`src/rtl/cs_resolve_adder_if.sv`:
```
`default_nettype none
// ============================================================================
// Module   : cs_resolve_adder_if
// Purpose  : Handshake bundle for the carry/sum resolve stage. It carries the
//            upstream sum/carry pair and the downstream product, each with a
//            valid/ready pair.
// Revision : 1.0  initial release
// ============================================================================
interface cs_resolve_adder_if #(
    parameter int DATA_WIDTH = 16
) ();
    logic                  in_valid;
    logic                  in_ready;
    logic [DATA_WIDTH-1:0] sum;
    logic [DATA_WIDTH-1:0] carry;
    logic                  out_valid;
    logic                  out_ready;
    logic [DATA_WIDTH-1:0] product;

    // The driver of the sum/carry pair, which also consumes the product.
    modport master (
        output in_valid, sum, carry, out_ready,
        input  in_ready, out_valid, product
    );

    // The resolve adder itself.
    modport slave (
        input  in_valid, sum, carry, out_ready,
        output in_ready, out_valid, product
    );
endinterface
`default_nettype wire

```
`src/rtl/cs_resolve_adder.sv`:
```
`default_nettype none
// ============================================================================
// Module   : cs_resolve_adder
// Purpose  : Final carry-propagate stage of the Booth multiplier. It resolves
//            the redundant sum/carry pair into a binary product using two
//            pipeline stages with a split carry. Stage 1 adds the low slice
//            and registers its carry-out. Stage 2 adds the high slice with
//            that carry-in.
// Revision : 1.0  initial release
// ============================================================================
module cs_resolve_adder #(
    parameter int DATA_WIDTH = 16,
    parameter int LOW_WIDTH  = 8
) (
    input  logic               clk,
    input  logic               rst_n,
    cs_resolve_adder_if.slave  bus
);
    localparam int c_HI_WIDTH = DATA_WIDTH - LOW_WIDTH;

    // Carry vector aligned to its true weight. Bit DATA_WIDTH-1 of the
    // incoming carry falls off the top, which is the intended wrap.
    logic [DATA_WIDTH-1:0] w_carry_sh;
    logic [LOW_WIDTH:0]    w_lo_sum;
    logic [c_HI_WIDTH-1:0] w_hi_sum;
    logic                  w_unused_carry_msb;

    logic                  w_s2_free;
    logic                  w_s1_adv;
    logic                  w_in_ready;
    logic                  w_in_xfer;
    logic                  w_out_xfer;

    logic                  r_s1_valid;
    logic [LOW_WIDTH-1:0]  r_s1_lo;
    logic                  r_s1_c;
    logic [c_HI_WIDTH-1:0] r_s1_hi_a;
    logic [c_HI_WIDTH-1:0] r_s1_hi_b;
    logic                  r_out_valid;
    logic [DATA_WIDTH-1:0] r_product;

    assign w_carry_sh         = {bus.carry[DATA_WIDTH-2:0], 1'b0};
    assign w_unused_carry_msb = bus.carry[DATA_WIDTH-1];

    // Low slice add. The extra top bit is the carry into stage 2.
    assign w_lo_sum = {1'b0, bus.sum[LOW_WIDTH-1:0]}
                    + {1'b0, w_carry_sh[LOW_WIDTH-1:0]};

    // High slice add. The carry out of the MSB is dropped by the width.
    assign w_hi_sum = r_s1_hi_a + r_s1_hi_b + c_HI_WIDTH'(r_s1_c);

    // Stall pipeline control. Only out_ready reaches in_ready combinationally.
    assign w_s2_free  = !r_out_valid || bus.out_ready;
    assign w_s1_adv   = r_s1_valid && w_s2_free;
    assign w_in_ready = (!r_s1_valid || w_s1_adv) && rst_n;
    assign w_in_xfer  = bus.in_valid && w_in_ready;
    assign w_out_xfer = r_out_valid && bus.out_ready;

    assign bus.in_ready  = w_in_ready;
    assign bus.out_valid = r_out_valid;
    assign bus.product   = r_product;

    // Stage 1: capture the low-slice result and the raw high-slice operands.
    always_ff @(posedge clk or negedge rst_n) begin
        if (!rst_n) begin
            r_s1_valid <= 1'b0;
            r_s1_lo    <= '0;
            r_s1_c     <= 1'b0;
            r_s1_hi_a  <= '0;
            r_s1_hi_b  <= '0;
        end else begin
            if (w_in_xfer) begin
                r_s1_valid <= 1'b1;
                r_s1_lo    <= w_lo_sum[LOW_WIDTH-1:0];
                r_s1_c     <= w_lo_sum[LOW_WIDTH];
                r_s1_hi_a  <= bus.sum[DATA_WIDTH-1:LOW_WIDTH];
                r_s1_hi_b  <= w_carry_sh[DATA_WIDTH-1:LOW_WIDTH];
            end else if (w_s1_adv) begin
                r_s1_valid <= 1'b0;
            end
        end
    end

    // Stage 2: the output register. It holds while the consumer stalls.
    always_ff @(posedge clk or negedge rst_n) begin
        if (!rst_n) begin
            r_out_valid <= 1'b0;
            r_product   <= '0;
        end else begin
            if (w_s1_adv) begin
                r_out_valid <= 1'b1;
                r_product   <= {w_hi_sum, r_s1_lo};
            end else if (w_out_xfer) begin
                r_out_valid <= 1'b0;
            end
        end
    end
endmodule
`default_nettype wire

```
`src/flat_wrapper.sv`:
```
// flat-port wrapper written by rule: the top's interface ports become plain ports
module cs_resolve_adder_flat 
#(
    parameter int DATA_WIDTH = 16,
    parameter int LOW_WIDTH  = 8
)
  (clk, rst_n, bus_in_valid, bus_sum, bus_carry, bus_out_ready, bus_in_ready, bus_out_valid, bus_product);
  cs_resolve_adder_if #(.DATA_WIDTH(DATA_WIDTH)) bus_i ();
  input  logic clk;
  input  logic rst_n;
  input wire logic [$bits(bus_i.in_valid)-1:0] bus_in_valid;
  input wire logic [$bits(bus_i.sum)-1:0] bus_sum;
  input wire logic [$bits(bus_i.carry)-1:0] bus_carry;
  input wire logic [$bits(bus_i.out_ready)-1:0] bus_out_ready;
  output wire logic [$bits(bus_i.in_ready)-1:0] bus_in_ready;
  output wire logic [$bits(bus_i.out_valid)-1:0] bus_out_valid;
  output wire logic [$bits(bus_i.product)-1:0] bus_product;
  assign bus_i.in_valid = bus_in_valid;
  assign bus_i.sum = bus_sum;
  assign bus_i.carry = bus_carry;
  assign bus_i.out_ready = bus_out_ready;
  assign bus_in_ready = bus_i.in_ready;
  assign bus_out_valid = bus_i.out_valid;
  assign bus_product = bus_i.product;
  cs_resolve_adder #(.DATA_WIDTH(DATA_WIDTH), .LOW_WIDTH(LOW_WIDTH)) u_core (.clk(clk), .rst_n(rst_n), .bus(bus_i));
endmodule
```
`config.mk`:
```
export PLATFORM = sky130hd
export DESIGN_NAME = cs_resolve_adder_flat
export DESIGN_NICKNAME = d
export VERILOG_FILES = /design/src/rtl/cs_resolve_adder_if.sv /design/src/rtl/cs_resolve_adder.sv /design/src/flat_wrapper.sv
export SDC_FILE = /design/constraint.sdc
export NUM_CORES = 1
export LEC_CHECK = 0
export ABC_CLOCK_PERIOD_IN_PS = 2700
export CAP_MARGIN = 20
export CELL_PAD_IN_SITES_DETAIL_PLACEMENT = 1
export CELL_PAD_IN_SITES_GLOBAL_PLACEMENT = 1
export CORE_UTILIZATION = 38
export DETAILED_ROUTE_END_ITERATION = 8
export PLACE_DENSITY = 0.83
export SLEW_MARGIN = 20
export SYNTH_ARGS = -nofsm -noshare
export SYNTH_HDL_FRONTEND = slang
export SYNTH_SLANG_ARGS = --single-unit
```
`constraint.sdc`:
```
create_clock -name clk -period 2.7 [get_ports clk]
set_clock_uncertainty 0.2 [all_clocks]
set_input_delay 0.675 -clock clk [delete_from_list [all_inputs] [get_ports clk]]
set_output_delay 0.675 -clock clk [all_outputs]
set_load 0.05 [all_outputs]
```
==> metrics.md <==
| Metric | Value |
|---|---|
| Status | finished clean |
| Vias in the first global route | 1,677 |
| Crit-path max FO | 2 |
| Critical path arrival | 2.55 ns |
| Post-layout util | 0.557 |
| Initial drt markers | 34 |
| Cell area after synthesis | 2140 sq um |
| R2r setup slk | 0.30 ns |
| Number of vias per cell | 5.08 |
| Area share of the largest cell type after synthesis | 0.503 |
| P per Cell Area | 881 nW/um^2 |
| Final Hold Viols | 0 |
| Total track usage | 0.178 |
| DP HPWL | 3.58 mm |
| Multi-input logic area | 1020 sq um |
| Layout area overhead | 37.2% |
| Final nets | 293 |
| Pleak | 1.30 nW |
| DP Area | 2820 sq um |
| Routed WL per cell | 15.3 microns |
| Max-slew violation count | 0 |
| Yosys top cell by area | dfrtp_1 |
| Die X | 77.0 microns |
| Placed Cells | 304 |
| Crit path capture type | register |
| Inserted Clock Buffers | 5 |
| Clk buf depth | 2 |
| Mapped Avg Cell Area | 12.1 sq um |
| Startpoint type of the worst setup path | input port |
| Worst-margin pin slew | 0.521 ns |
| # hold bufs at CTS | 0 |
| Normalized max-slew margin | 0.651 |
| Power Total | 2.59 mW |
| DRT Pass-1 Iters | 4 |
| Routability cong. | 0.763 |
| First-pass GRT wire length | 8.16 mm |
| Kind of critical path | in2reg |
| H-tree Lvls | 2 |
| Post-CTS setup buffers | 0 |
| Initial Util | 0.406 |
| Fmax | 0.393 GHz |
| # rows | 26 |
| Top post-synthesis cells by area | dfrtp_1, mux2_2, ha_1 |
| Post-Route WL | 4.77 mm |
| Number of flops mapped to enable cells by yosys | 0 |
| Top post-synthesis cells by count | dfrtp_1, mux2_2, ha_1, nand2_1, o21ai_0 |
| Max cap viols | 0 |
| Tmin final | 2.55 ns |
| Cell count after synthesis | 177 |
| Die span in y | 77.0 microns |
| Largest net degree at the start of global routing | 34 |
| Post-synthesis cell type count | 26 |
| Synthesized Nets | 229 |
| # IOs | 54 |
| Period utilization | 0.943 |
| Initial antenna violation count | 0 |
| CTS Root Cell | clkbuf_8 |
| RSZ-0062 raised after global routing | false |
| CTS Sinks | 43 |
| Overall die area | 5930 sq um |
| Synth Warn # | 0 |
| Fillers | 573 |
| CTS tree | built |
| Clock transition at the registers of the reported paths | 0.08 ns |
| Cts repair resizes | 0 |
| CP required | 2.71 ns |
| Grt total ovfl | 0 |
| Async set-reset flop share out of synthesis | 1.00 |
| Fraction of layout cells with a size suffix above 1 | 0.202 |
| Insertion delay to the later sink of the worst-skew pair | 0.30 ns |
| Reg area | 1080 sq um |
| # diodes | 0 |
| Peak supply drop | 522 uV |
| Most common cell in the netlist | dfrtp_1 |
| Core footprint | 5270 sq um |
| Post-route DRC | 0 |
| Setup Viol. Count Final | 0 |
| Flops & latches, synth | 43 |
| Post-DRT Antenna Nets | 0 |
| Primary FF master, synth | dfrtp_1 |
| Number of I/O port buffers | 52 |
| Vias post-DR | 1,584 |
| Design Area, Final | 2940 sq um |
| Final cell count without fillers | 312 |
| Post-synthesis sequential area ratio | 0.503 |
| HP Class | in2async |
-- final timing paths --
kind	startpoint	end	cells past startpoint
min reg2reg	u_core.bus.product[9]$_DFFE_PN0P_	u_core.bus.product[9]$_DFFE_PN0P_	2
max reg2reg	u_core.r_s1_hi_b[0]$_DFFE_PN0P_	u_core.bus.product[14]$_DFFE_PN0P_	8
max	bus_carry[0]	u_core.r_s1_lo[7]$_DFFE_PN0P_	9
max in group asynchronous	rst_n	u_core.r_s1_hi_a[2]$_DFFE_PN0P_	2
min in group clk	u_core.bus.product[9]$_DFFE_PN0P_	u_core.bus.product[9]$_DFFE_PN0P_	2
min	rst_n	u_core.bus.product[1]$_DFFE_PN0P_	1
-- cells in the final DEF (no fill, tap or decap), types with 3 or more instances in the layout --
cell	n
clkdlybuf4s50_1	50
dfrtp_1	43
mux2_2	27
o21ai_0	13
nand2_1	13
ha_1	13
buf_4	9
inv_1	6
o21a_1	6
clkbuf_8	6
a211oi_1	5
xor2_1	5
nor2_1	5
nor3_1	5
a21oi_1	4
a21o_1	4
o31ai_1	4
nand2b_1	4
fa_1	3
-- stage by stage --
step / setup slack (ns) / TNS, ns / hold WS (ns)
final: 0.153 / 0 / 0.0451
after global routing: 0.0326 / 0 / 0.0499
after CTS: 0.147 / 0 / 0.0397
after detailed placement: -0.153 / -0.173 / 0.267
after global placement: -0.0703 / -0.0703 / 0.259
after floorplan: 0.417 / 0 / 0.179
-- power breakdown --
| part | switching [mW] | internal (mW) | total [mW] |
|---|---|---|---|
| combinational | 0.671 | 0.475 | 1.15 |
| sequential | 0.0952 | 0.818 | 0.913 |
| clock | 0.227 | 0.299 | 0.527 |
-- worst max-delay path, cell delays in order --
cell,delay [ns]
clkdlybuf4s50_1,0.41
ha_1,0.22
inv_1,0.07
fa_1,0.24
nor2b_4,0.06
o31a_1,0.26
o21a_1,0.20
o21a_1,0.17
o31ai_1,0.25
-- sequential cells by signal, summed over array words and instances, names as in the netlist --
register              cells
u_core.r_s1_lo            8
u_core.bus.out_valid      1
u_core.r_s1_valid         1
u_core.r_s1_c             1
u_core.bus.product       16
u_core.r_s1_hi_a          8
u_core.r_s1_hi_b          8
-- logic make-up after synthesis --
logic type / count (synthesis) / synth area share
buf+inv: 11 / 0.0211
flops: 43 / 0.503
fa+ha+maj: 16 / 0.104
xor+xnor: 7 / 0.0287
simple gates: 32 / 0.0766
mux: 27 / 0.142
compound gates: 41 / 0.125
-- area by class of cell --
type | instances | share of cell area
Clock buffer | 6 | 0.0281
Clock inverter | 2 | 0.0119
Inverter | 6 | 0.00767
Multi-Input combinational cell | 123 | 0.347
Sequential cell | 43 | 0.367
Tap cell | 70 | 0.0298
Timing Repair Buffer | 62 | 0.209
-- per-layer routing --
metal  up-vias  global-route usage  part of all wire
met5         -                   0                 0
met4         0              0.0453             0.011
met3         5              0.0536             0.049
met2        37               0.294              0.49
met1       787               0.227              0.45
li1        755                   -                 -
No activity file was read; power rests on OpenSTA's default activity.
